===== config.mk =====
export PLATFORM = sky130hd
export DESIGN_NAME = v7458_exhaustive_tester_flat
export DESIGN_NICKNAME = d
export VERILOG_FILES = /design/src/rtl/v7458_exhaustive_tester_if.sv /design/src/rtl/v7458_exhaustive_tester.sv /design/src/flat_wrapper.sv
export SDC_FILE = /design/constraint.sdc
export NUM_CORES = 1
export LEC_CHECK = 0
export ABC_AREA = 1
export CAP_MARGIN = 5
export CORE_UTILIZATION = 31
export CTS_BUF_LIST = sky130_fd_sc_hd__clkbuf_8
export DETAILED_ROUTE_END_ITERATION = 16
export HOLD_SLACK_MARGIN = 0.05
export PLACE_DENSITY_LB_ADDON = 0.05
export SLEW_MARGIN = 20
export SYNTH_ARGS = -nofsm -noshare
export SYNTH_HDL_FRONTEND = slang
export SYNTH_SLANG_ARGS = --single-unit

===== constraint.sdc =====
create_clock -name clk -period 1.99 [get_ports clk]
set_input_delay 0.199 -clock clk [delete_from_list [all_inputs] [get_ports clk]]
set_output_delay 0.199 -clock clk [all_outputs]
set_load 0.03 [all_outputs]

===== src/rtl/v7458_exhaustive_tester_if.sv =====
// Stimulus/response and result bundle between the exhaustive tester and the
// gate block plus its supervisor.
interface v7458_exhaustive_tester_if;
  localparam int unsigned VEC_W = 10;
  localparam int unsigned ERR_W = 11;

  logic             start;
  logic [VEC_W-1:0] vec;
  logic             m_in;
  logic             n_in;
  logic             busy;
  logic             done;
  logic             pass;
  logic [ERR_W-1:0] err_count;
  logic [VEC_W-1:0] first_err_vec;
  logic             first_err_valid;

  modport master (
    input  start, m_in, n_in,
    output vec, busy, done, pass, err_count, first_err_vec, first_err_valid
  );

  modport slave (
    output start, m_in, n_in,
    input  vec, busy, done, pass, err_count, first_err_vec, first_err_valid
  );
endinterface


===== src/rtl/v7458_exhaustive_tester.sv =====
// Walks all 1024 input vectors of a 7458 dual AND-OR gate, compares the two
// gate outputs with a golden model and reports error count, first failure and pass.
module v7458_exhaustive_tester #(
  parameter int unsigned SETTLE_CYCLES = 2
) (
  input  logic                        clk,
  input  logic                        rst,
  v7458_exhaustive_tester_if.master   bus
);
  localparam int unsigned VEC_W = 10;
  localparam int unsigned ERR_W = 11;
  localparam int unsigned CNT_W = 8;

  localparam logic [VEC_W-1:0] VEC_LAST    = VEC_W'(1023);
  localparam logic [ERR_W-1:0] ERR_MAX     = ERR_W'(1024);
  localparam logic [CNT_W-1:0] SETTLE_LAST = CNT_W'(SETTLE_CYCLES - 1);

  typedef enum logic [1:0] {
    ST_IDLE   = 2'd0,
    ST_SETTLE = 2'd1,
    ST_CHECK  = 2'd2,
    ST_DONE   = 2'd3
  } state_e;

  state_e           state_q, state_d;
  logic [VEC_W-1:0] vec_q, vec_d;
  logic [CNT_W-1:0] cnt_q, cnt_d;
  logic [ERR_W-1:0] err_q, err_d;
  logic [VEC_W-1:0] ferr_vec_q, ferr_vec_d;
  logic             ferr_valid_q, ferr_valid_d;
  logic             busy_q, busy_d;
  logic             done_q, done_d;
  logic             pass_q, pass_d;

  logic exp_m_c;
  logic exp_n_c;
  logic mismatch_c;

  // Golden model of both gate sections for the vector currently driven.
  always_comb begin
    exp_m_c    = (vec_q[9] & vec_q[8] & vec_q[7]) | (vec_q[6] & vec_q[5] & vec_q[4]);
    exp_n_c    = (vec_q[3] & vec_q[2]) | (vec_q[1] & vec_q[0]);
    mismatch_c = (bus.m_in != exp_m_c) || (bus.n_in != exp_n_c);
  end

  always_ff @(posedge clk or posedge rst) begin
    if (rst) begin
      state_q      <= ST_IDLE;
      vec_q        <= '0;
      cnt_q        <= '0;
      err_q        <= '0;
      ferr_vec_q   <= '0;
      ferr_valid_q <= 1'b0;
      busy_q       <= 1'b0;
      done_q       <= 1'b0;
      pass_q       <= 1'b0;
    end else begin
      state_q      <= state_d;
      vec_q        <= vec_d;
      cnt_q        <= cnt_d;
      err_q        <= err_d;
      ferr_vec_q   <= ferr_vec_d;
      ferr_valid_q <= ferr_valid_d;
      busy_q       <= busy_d;
      done_q       <= done_d;
      pass_q       <= pass_d;
    end
  end

  always_comb begin
    state_d      = state_q;
    vec_d        = vec_q;
    cnt_d        = cnt_q;
    err_d        = err_q;
    ferr_vec_d   = ferr_vec_q;
    ferr_valid_d = ferr_valid_q;
    busy_d       = busy_q;
    done_d       = done_q;
    pass_d       = pass_q;

    unique case (state_q)
      ST_IDLE, ST_DONE: begin
        if (bus.start) begin
          state_d      = ST_SETTLE;
          vec_d        = '0;
          cnt_d        = '0;
          err_d        = '0;
          ferr_vec_d   = '0;
          ferr_valid_d = 1'b0;
          busy_d       = 1'b1;
          done_d       = 1'b0;
          pass_d       = 1'b0;
        end
      end

      ST_SETTLE: begin
        if (cnt_q == SETTLE_LAST) begin
          state_d = ST_CHECK;
        end else begin
          cnt_d = cnt_q + CNT_W'(1);
        end
      end

      ST_CHECK: begin
        if (mismatch_c) begin
          if (err_q != ERR_MAX) begin
            err_d = err_q + ERR_W'(1);
          end
          if (!ferr_valid_q) begin
            ferr_vec_d   = vec_q;
            ferr_valid_d = 1'b1;
          end
        end
        // Last vector closes the run; pass reflects the final count including this check.
        if (vec_q == VEC_LAST) begin
          state_d = ST_DONE;
          busy_d  = 1'b0;
          done_d  = 1'b1;
          pass_d  = (err_d == '0);
        end else begin
          state_d = ST_SETTLE;
          vec_d   = vec_q + VEC_W'(1);
          cnt_d   = '0;
        end
      end

      default: begin
        state_d = ST_IDLE;
      end
    endcase
  end

  assign bus.vec             = vec_q;
  assign bus.busy            = busy_q;
  assign bus.done            = done_q;
  assign bus.pass            = pass_q;
  assign bus.err_count       = err_q;
  assign bus.first_err_vec   = ferr_vec_q;
  assign bus.first_err_valid = ferr_valid_q;
endmodule


===== src/flat_wrapper.sv =====
// flat-port wrapper written by rule: the top's interface ports become plain ports
module v7458_exhaustive_tester_flat 
#(
  parameter int unsigned SETTLE_CYCLES = 2
)
  (clk, rst, bus_start, bus_m_in, bus_n_in, bus_vec, bus_busy, bus_done, bus_pass, bus_err_count, bus_first_err_vec, bus_first_err_valid);
  v7458_exhaustive_tester_if bus_i ();
  input  logic clk;
  input  logic rst;
  input wire logic [$bits(bus_i.start)-1:0] bus_start;
  input wire logic [$bits(bus_i.m_in)-1:0] bus_m_in;
  input wire logic [$bits(bus_i.n_in)-1:0] bus_n_in;
  output wire logic [$bits(bus_i.vec)-1:0] bus_vec;
  output wire logic [$bits(bus_i.busy)-1:0] bus_busy;
  output wire logic [$bits(bus_i.done)-1:0] bus_done;
  output wire logic [$bits(bus_i.pass)-1:0] bus_pass;
  output wire logic [$bits(bus_i.err_count)-1:0] bus_err_count;
  output wire logic [$bits(bus_i.first_err_vec)-1:0] bus_first_err_vec;
  output wire logic [$bits(bus_i.first_err_valid)-1:0] bus_first_err_valid;
  assign bus_i.start = bus_start;
  assign bus_i.m_in = bus_m_in;
  assign bus_i.n_in = bus_n_in;
  assign bus_vec = bus_i.vec;
  assign bus_busy = bus_i.busy;
  assign bus_done = bus_i.done;
  assign bus_pass = bus_i.pass;
  assign bus_err_count = bus_i.err_count;
  assign bus_first_err_vec = bus_i.first_err_vec;
  assign bus_first_err_valid = bus_i.first_err_valid;
  v7458_exhaustive_tester #(.SETTLE_CYCLES(SETTLE_CYCLES)) u_core (.clk(clk), .rst(rst), .bus(bus_i));
endmodule

==> run_results.csv, run 1 <==
group,metric,value,unit
sta,relSlewSlack,72.3,%
sta,max_freq,554,MHz
routing,drc,0,
logic_synthesis,synth-edff-count,0,
global_route,antenna_found_initial,0,
global_route,gr-usage-met2,25.2,%
placed_design,place_inst,514,
worst_setup_path,critPathMostFrequentCell,"inv_1",
worst_setup_path,start_kind,"flip-flop",
routing,drtAntennaViolNets,0,
finish,fillers,877,
sta,period_minus_slack,1.81,ns
logic_synthesis,avgSynthCellArea,7.63,µm²
global_route,grt_max_degree,46,
finish,regArea,1130,µm²
sta,setup_violations,0,
clocking,insertion_delay,0.30,ns
finish,fin_cells,523,
clocking,cts_root_buffer,"clkbuf_8",
global_route,busiest_layer,"met2",
sta,finalHoldViolCount,0,
pwr,power_density,967,nW/µm²
logic_synthesis,ys_ff_latch,45,
finish,drive_above_1_share,14.6,%
finish,num_antenna_cells,0,
worst_setup_path,critPathBufInv,4,
finish,final_cell_area,3520,µm²
worst_setup_path,crit_family,"simple AND/OR/NAND/NOR gates",
sta,setup_tns,0,ns
logic_synthesis,synth_commonest_cells,"nand2_1, inv_1, dfrtp_1",
logic_synthesis,synth_area,2730,µm²
sta,tightestPinTransition,0.411,ns
logic_synthesis,synth_cell_type_count,30,
clocking,clk_path_buf_depth,2,
logic_synthesis,synth_area_leaders,"dfrtp_1, nand2_1, inv_1, nand3_1, nor2_1",
logic_synthesis,synth_area_leader_cell,"dfrtp_1",
global_route,grtUsageMet3,2.76,%
min_path,holdCritPathClass,"in2async",
routing,drt_iter0_markers,134,
finish,syn_to_final_growth,28.8,%
clocking,clock-sinks,45,
routing,viasPerCell,4.52,
worst_setup_path,cp_cell_sequence,"ha_1 > inv_1 > nor2_1 > inv_1 > o21ai_1 > buf_4 > nor2_2 > nand3b_2 > inv_1 > nand3_1 > nand2_1 > nor2_1",
die,ios,40,
pwr,p_leak,0.00162,µW
placed_design,dp_hpwl,4.90,mm
logic_synthesis,syn_inst,358,
logic_synthesis,yosysMostFrequentCell,"nand2_1",
logic_synthesis,synthArstFlopShare,100,%
run_status,status,"finished clean",
die,core_area,8380,µm²
placed_design,place.gp.congestion,0.783,
routing,route.vias.total,2366,
global_route,grt_overflow,0,
die,die_w,95.9,µm
worst_setup_path,crit_slowest_cell,"dfrtp_1",
die,row_count,33,
worst_setup_path,critPathMaxFanout,5,
worst_setup_path,critical_path.max_stage_delay,0.42,ns
routing,first_pass_iters,4,
die,die_area,9190,µm²
global_route,use_met1,22.9,%
placed_design,post_dp_cell_area,3370,µm²
worst_setup_path,crit_arrival,2.00,ns
worst_setup_path,cp-end-kind,"flip-flop",
global_route,grt_pass1_vias,2277,
worst_setup_path,crit_type,"reg2reg",
routing,drt-total-wl,6.44,mm
logic_synthesis,ys.flop_type,"dfrtp_1",
logic_synthesis,yosysTopAreaCellShare,41.2,%
global_route,grt_pass1_wl,11.3,mm
sta,finalHoldWorstSlack,0.242,ns
finish,multi_input_area,1360,µm²
job,drv_cap,0,
routing,post_drt_wl_per_cell,12.3,µm
worst_setup_path,cp.required,2.19,ns
sta,rsz0062_at_grt,"no",
die,start_util,32.6,%
logic_synthesis,syn-num-nets,371,
clocking,cts_hold_buf,0,
global_route,grt_usage,16.1,%
logic_synthesis,ys_warn_count,0,
finish,fin_nets,430,
logic_synthesis,synth-seq-area-share,41.2,%
clocking,path_clk_slew,0.09,ns
clocking,cts_tree,"built",
sta,period_share,90.8,%
clocking,cts-buffers-inserted,5,
sta,skew,0.00393,ns
pwr,vdd_ir_drop_max,0.000587,V
sta,drv_slew,0,
placed_design,port_buffers,39,
clocking,cts.htree.levels,2,
die,die_y,95.9,µm
==> layout make-up <==
cell class / count / area share, %
clock buffers: 6 / 2.35
well taps: 105 / 3.73
repair buffers: 59 / 16.1
clock inverters: 2 / 0.960
multi-input cells: 247 / 38.6
inverters: 59 / 6.29
flip-flops and latches: 45 / 32.0
==> worst register-to-register path, stage by stage, from the launching register on <==
cell and delay (ns):
dfrtp_1 0.42, ha_1 0.30, inv_1 0.07, nor2_1 0.05, inv_1 0.07, o21ai_1 0.08, buf_4 0.15, nor2_2 0.21
nand3b_2 0.12, inv_1 0.08, nand3_1 0.06, nand2_1 0.06, nor2_1 0.04
==> report_power, final <==
group,internal [µW],total [µW],switching (µW)
registers,1010,1090,81.4
clock network,405,726,321
logic,587,1590,1000
total,2000,3400,1400
==> what timing repair did <==
| item | CTS | global route |
|---|---|---|
| setup buffers | 1 | 0 |
| gates resized for setup | 0 | 10 |
| hold endpoints to repair | 0 | 0 |
| setup endpoints to repair | 1 | 17 |
==> sequential cells by signal, summed over array words and instances (netlist names) <==
register,flops
u_core.bus.err_count,11
u_core.bus.first_err_vec,10
u_core.bus.vec,10
u_core.cnt_q,8
u_core.state_q,2
u_core.bus.busy,1
u_core.bus.done,1
u_core.bus.first_err_valid,1
u_core.bus.pass,1
==> placed cells by master, fill, tap and decap left out <==
cell type        instances
nand3b_1                 1
o21ai_0                 19
nor3_1                   5
nand2_1                 88
ha_1                     6
nor2_1                  28
nand3b_2                 1
buf_12                   2
ha_2                     2
a21oi_4                  1
inv_2                    4
xnor2_1                  1
nand4_1                  4
buf_4                   18
inv_1                   56
o21ai_1                  3
nand2_4                  3
clkbuf_8                 6
clkdlybuf4s50_1         39
o21ai_2                  9
a22o_1                   1
bufinv_16                1
nand4_4                  1
nor2_2                   3
xor2_1                  11
nor2_4                   1
nand2_2                  6
nand3_1                 30
nand3_2                  3
a21oi_1                  6
o22ai_1                  7
dfrtp_1                 45
o31ai_1                  7
==> through the flow <==
step / util (%) / power [µW] / worst slack, ns
2_1_floorplan: - / 2090 / 0.141
3_3_place_gp: 40.2 / 2680 / 0.00905
3_5_place_dp: 40.2 / 2680 / 0.0109
4_1_cts: 41.6 / 3430 / 0.0725
5_1_grt: 42.0 / 3680 / 0.00535
6_report: 42.0 / 3400 / 0.184
==> cells by family (layout without fill, tap and decap cells) <==
group	after synthesis	count (layout)	share of synthesized area, %
xor gates and xnor gates	12	12	3.85
AOI/OAI and AO/OA	53	53	12.5
DFF	45	45	41.2
and+or+nand+nor	174	174	28.7
adders and majority gates	8	8	3.66
buffers and inverters	66	126	10.2
==> metal layers <==
layer	part of all wire [%]	routed length, µm	up-vias
met5	0	0	-
met4	0.85	55	0
met3	3.3	215	5
met2	44	2820	28
met1	52	3350	1068
li1	-	-	1265
==> path summary, 6_finish.rpt <==
path	cells past startpoint	slack (ns)	to	startpoint
worst max register to register	12	0.18	u_core.bus.vec[6]$_DFFE_PP0P_	u_core.state_q[1]$_DFFE_PP0P_
worst min-delay path	3	0.24	u_core.bus.pass$_DFFE_PP0P_	rst
max in group asynchronous	3	1.52	u_core.bus.err_count[6]$_DFFE_PP0P_	rst
min in group clk	2	0.49	u_core.bus.pass$_DFFE_PP0P_	u_core.bus.pass$_DFFE_PP0P_
worst max-delay path	12	0.18	u_core.bus.vec[6]$_DFFE_PP0P_	u_core.state_q[1]$_DFFE_PP0P_
worst min register to register	2	0.49	u_core.bus.pass$_DFFE_PP0P_	u_core.bus.pass$_DFFE_PP0P_
Note: power is estimated with default switching activity, not from simulation.
==> run 2, diff against run 1 <==
CORE_UTILIZATION = 49   (was 31)
CTS_CLUSTER_DIAMETER = 50   (was default)
SLEW_MARGIN = default   (was 20)
==> run 2 against run 1 <==
  * Final cell count decreased by 7.5%
  * Die area decreased by 36%
  * Utilization increased by 23 points
  * Via count increased by 1.8%
  * Hold slack got worse by 0.027 ns
  * Power decreased by 4.5%
  * Critical path depth decreased by 3
  * Non-clock buffer count decreased by 3
  * Sequential share of layout area increased by 1.1 points
==> run_results.csv, run 2 (synthesis results as in run 1) <==
group,metric,value,unit
clocking,cts_root_buffer,"clkbuf_8",
finish,fin_nets,427,
sta,drv_slew,0,
clocking,clock-sinks,45,
pwr,seqPwrFrac,33.9,%
die,die_w,76.7,µm
sta,setup_ws,0.140,ns
clocking,cts.htree.levels,2,
worst_setup_path,crit_family,"simple AND/OR/NAND/NOR gates",
worst_setup_path,cp-end-kind,"flip-flop",
sta,period_share,93.0,%
worst_setup_path,crit_slowest_cell,"dfrtp_1",
global_route,grt_overflow,0,
global_route,antenna_found_initial,0,
finish,drive_above_1_share,13.5,%
worst_setup_path,crit_start,"u_core.bus.vec[1]$_DFFE_PP0P_",
worst_setup_path,crit_type,"reg2reg",
die,die_y,76.7,µm
clocking,clk_path_buf_depth,2,
finish,num_antenna_cells,0,
clocking,cts_tree,"built",
sta,relSlewSlack,71.5,%
pwr,power_density,955,nW/µm²
routing,post_drt_wl_per_cell,12.6,µm
pwr,p_int,1880,µW
worst_setup_path,critical_path.max_stage_delay,0.40,ns
clocking,cts-buffers-inserted,5,
worst_setup_path,cp_cell_sequence,"ha_1 > inv_2 > nor2_1 > nand4_2 > nor2_2 > nor2_2 > nand3b_2 > xor2_1 > nor2_1",
routing,drtAntennaViolNets,0,
sta,skew,0.00694,ns
sta,rsz0062_at_grt,"yes",
placed_design,port_buffers,39,
die,ios,40,
run_status,status,"finished clean",
finish,fillers,484,
routing,route.vias.total,2409,
global_route,grt_max_degree,28,
finish,fin_util,65.0,%
sta,finalHoldViolCount,0,
placed_design,place.gp.congestion,0.841,
worst_setup_path,critPathBufInv,1,
worst_setup_path,rr_startpoint,"u_core.bus.vec[1]$_DFFE_PP0P_",
routing,first_pass_iters,4,
worst_setup_path,crit_arrival,2.04,ns
routing,viasPerCell,4.98,
die,start_util,52.2,%
sta,finalHoldWorstSlack,0.215,ns
routing,drt-total-wl,6.09,mm
routing,drc,0,
clocking,path_clk_slew,0.08,ns
finish,layout_commonest_cell,"nand2_1",
pwr,power_frac_clock,17.7,%
job,drv_cap,0,
clocking,insertion_delay,0.30,ns
pwr,p_sw_share,42.3,%
pwr,vdd_ir_drop_max,0.000788,V
worst_setup_path,start_kind,"flip-flop",
global_route,grt_usage,22.6,%
worst_setup_path,critPathMaxFanout,5,
min_path,holdCritPathClass,"in2async",
placed_design,dp_hpwl,4.53,mm
finish,final_cell_mix,"nand2_1, inv_1, dfrtp_1",
global_route,grt_pass1_wl,10.5,mm
sta,max_freq,541,MHz
die,core_area,5240,µm²
pwr,combPwrFrac,48.4,%
routing,drt_iter0_markers,214,
placed_design,pre_cts_slack,-0.00961,ns
global_route,grt_pass1_vias,2241,
finish,largest_reg_flops,11,
sta,setup_violations,0,
pwr,p_switching,1370,µW
sta,period_minus_slack,1.85,ns
finish,syn_to_final_growth,24.6,%
sta,tightestPinTransition,0.426,ns
die,die_area,5880,µm²
pwr,p_leak,0.00158,µW
worst_setup_path,cp.required,2.18,ns
clocking,cts_hold_buf,0,
die,row_count,26,
finish,fin_cells,484,
placed_design,place_inst,472,
==> run 2: cell type report <==
cell class / count / area [µm²] / area share [%]
tap: 70 / 87.6 / 2.57
timing repair buffer: 56 / 543 / 16.0
multi-input combinational: 247 / 1340 / 39.3
clock inverter: 1 / 3.75 / 0.110
inverter: 59 / 221 / 6.50
clock buffer: 6 / 82.6 / 2.43
sequential: 45 / 1130 / 33.1
==> run 2: what timing repair did <==
item | CTS | global route
buffers inserted | 4 | 1
gates cloned | 0 | 0
endpoints found under the hold margin | 0 | 0
pin swaps | 0 | 1
setup endpoints to repair | 7 | 13
resized for setup | 0 | 6
==> run 2: metrics by stage <==
stage / cell area (µm²) / power (µW) / setup TNS [ns]
final: 3400 / 3250 / 0
after global routing: 3400 / 3500 / -0.0128
after CTS: 3390 / 3250 / 0
after detailed placement: 3260 / 2510 / -0.00961
after global placement: 3260 / 2480 / 0
after floorplan: 2730 / 2090 / 0
==> run 2: power by group through the flow <==
stage,sequential (µW),clock (µW),combinational (µW)
after global placement,1110,0,1370
after global routing,1120,628,1760
after detailed placement,1120,0,1390
after floorplan,1210,0,881
after CTS,1100,592,1560
final,1100,575,1570
==> run 2: layer usage <==
metal	track usage (%)	share of wire, %
met4	7.50	1.5
met5	0	0
met1	32.4	49
met3	4.05	4.2
met2	34.4	46
==> run 2: path summary, 6_finish.rpt <==
kind                            cells past startpoint                                  end  slack, ns
worst max register to register                      9        u_core.bus.vec[4]$_DFFE_PP0P_       0.14
min in group clk                                    2          u_core.bus.pass$_DFFE_PP0P_       0.50
worst min register to register                      2          u_core.bus.pass$_DFFE_PP0P_       0.50
worst min-delay path                                2        u_core.state_q[0]$_DFFE_PP0P_       0.21
max in group asynchronous                           3  u_core.bus.err_count[0]$_DFFE_PP0P_       1.27
worst max-delay path                                9        u_core.bus.vec[4]$_DFFE_PP0P_       0.14
==> run 3, diff against run 2 <==
SLEW_MARGIN = 10   (was default)
==> results of run 3 <==
The final DEF is identical to that of run 2; final timing and power are the same.
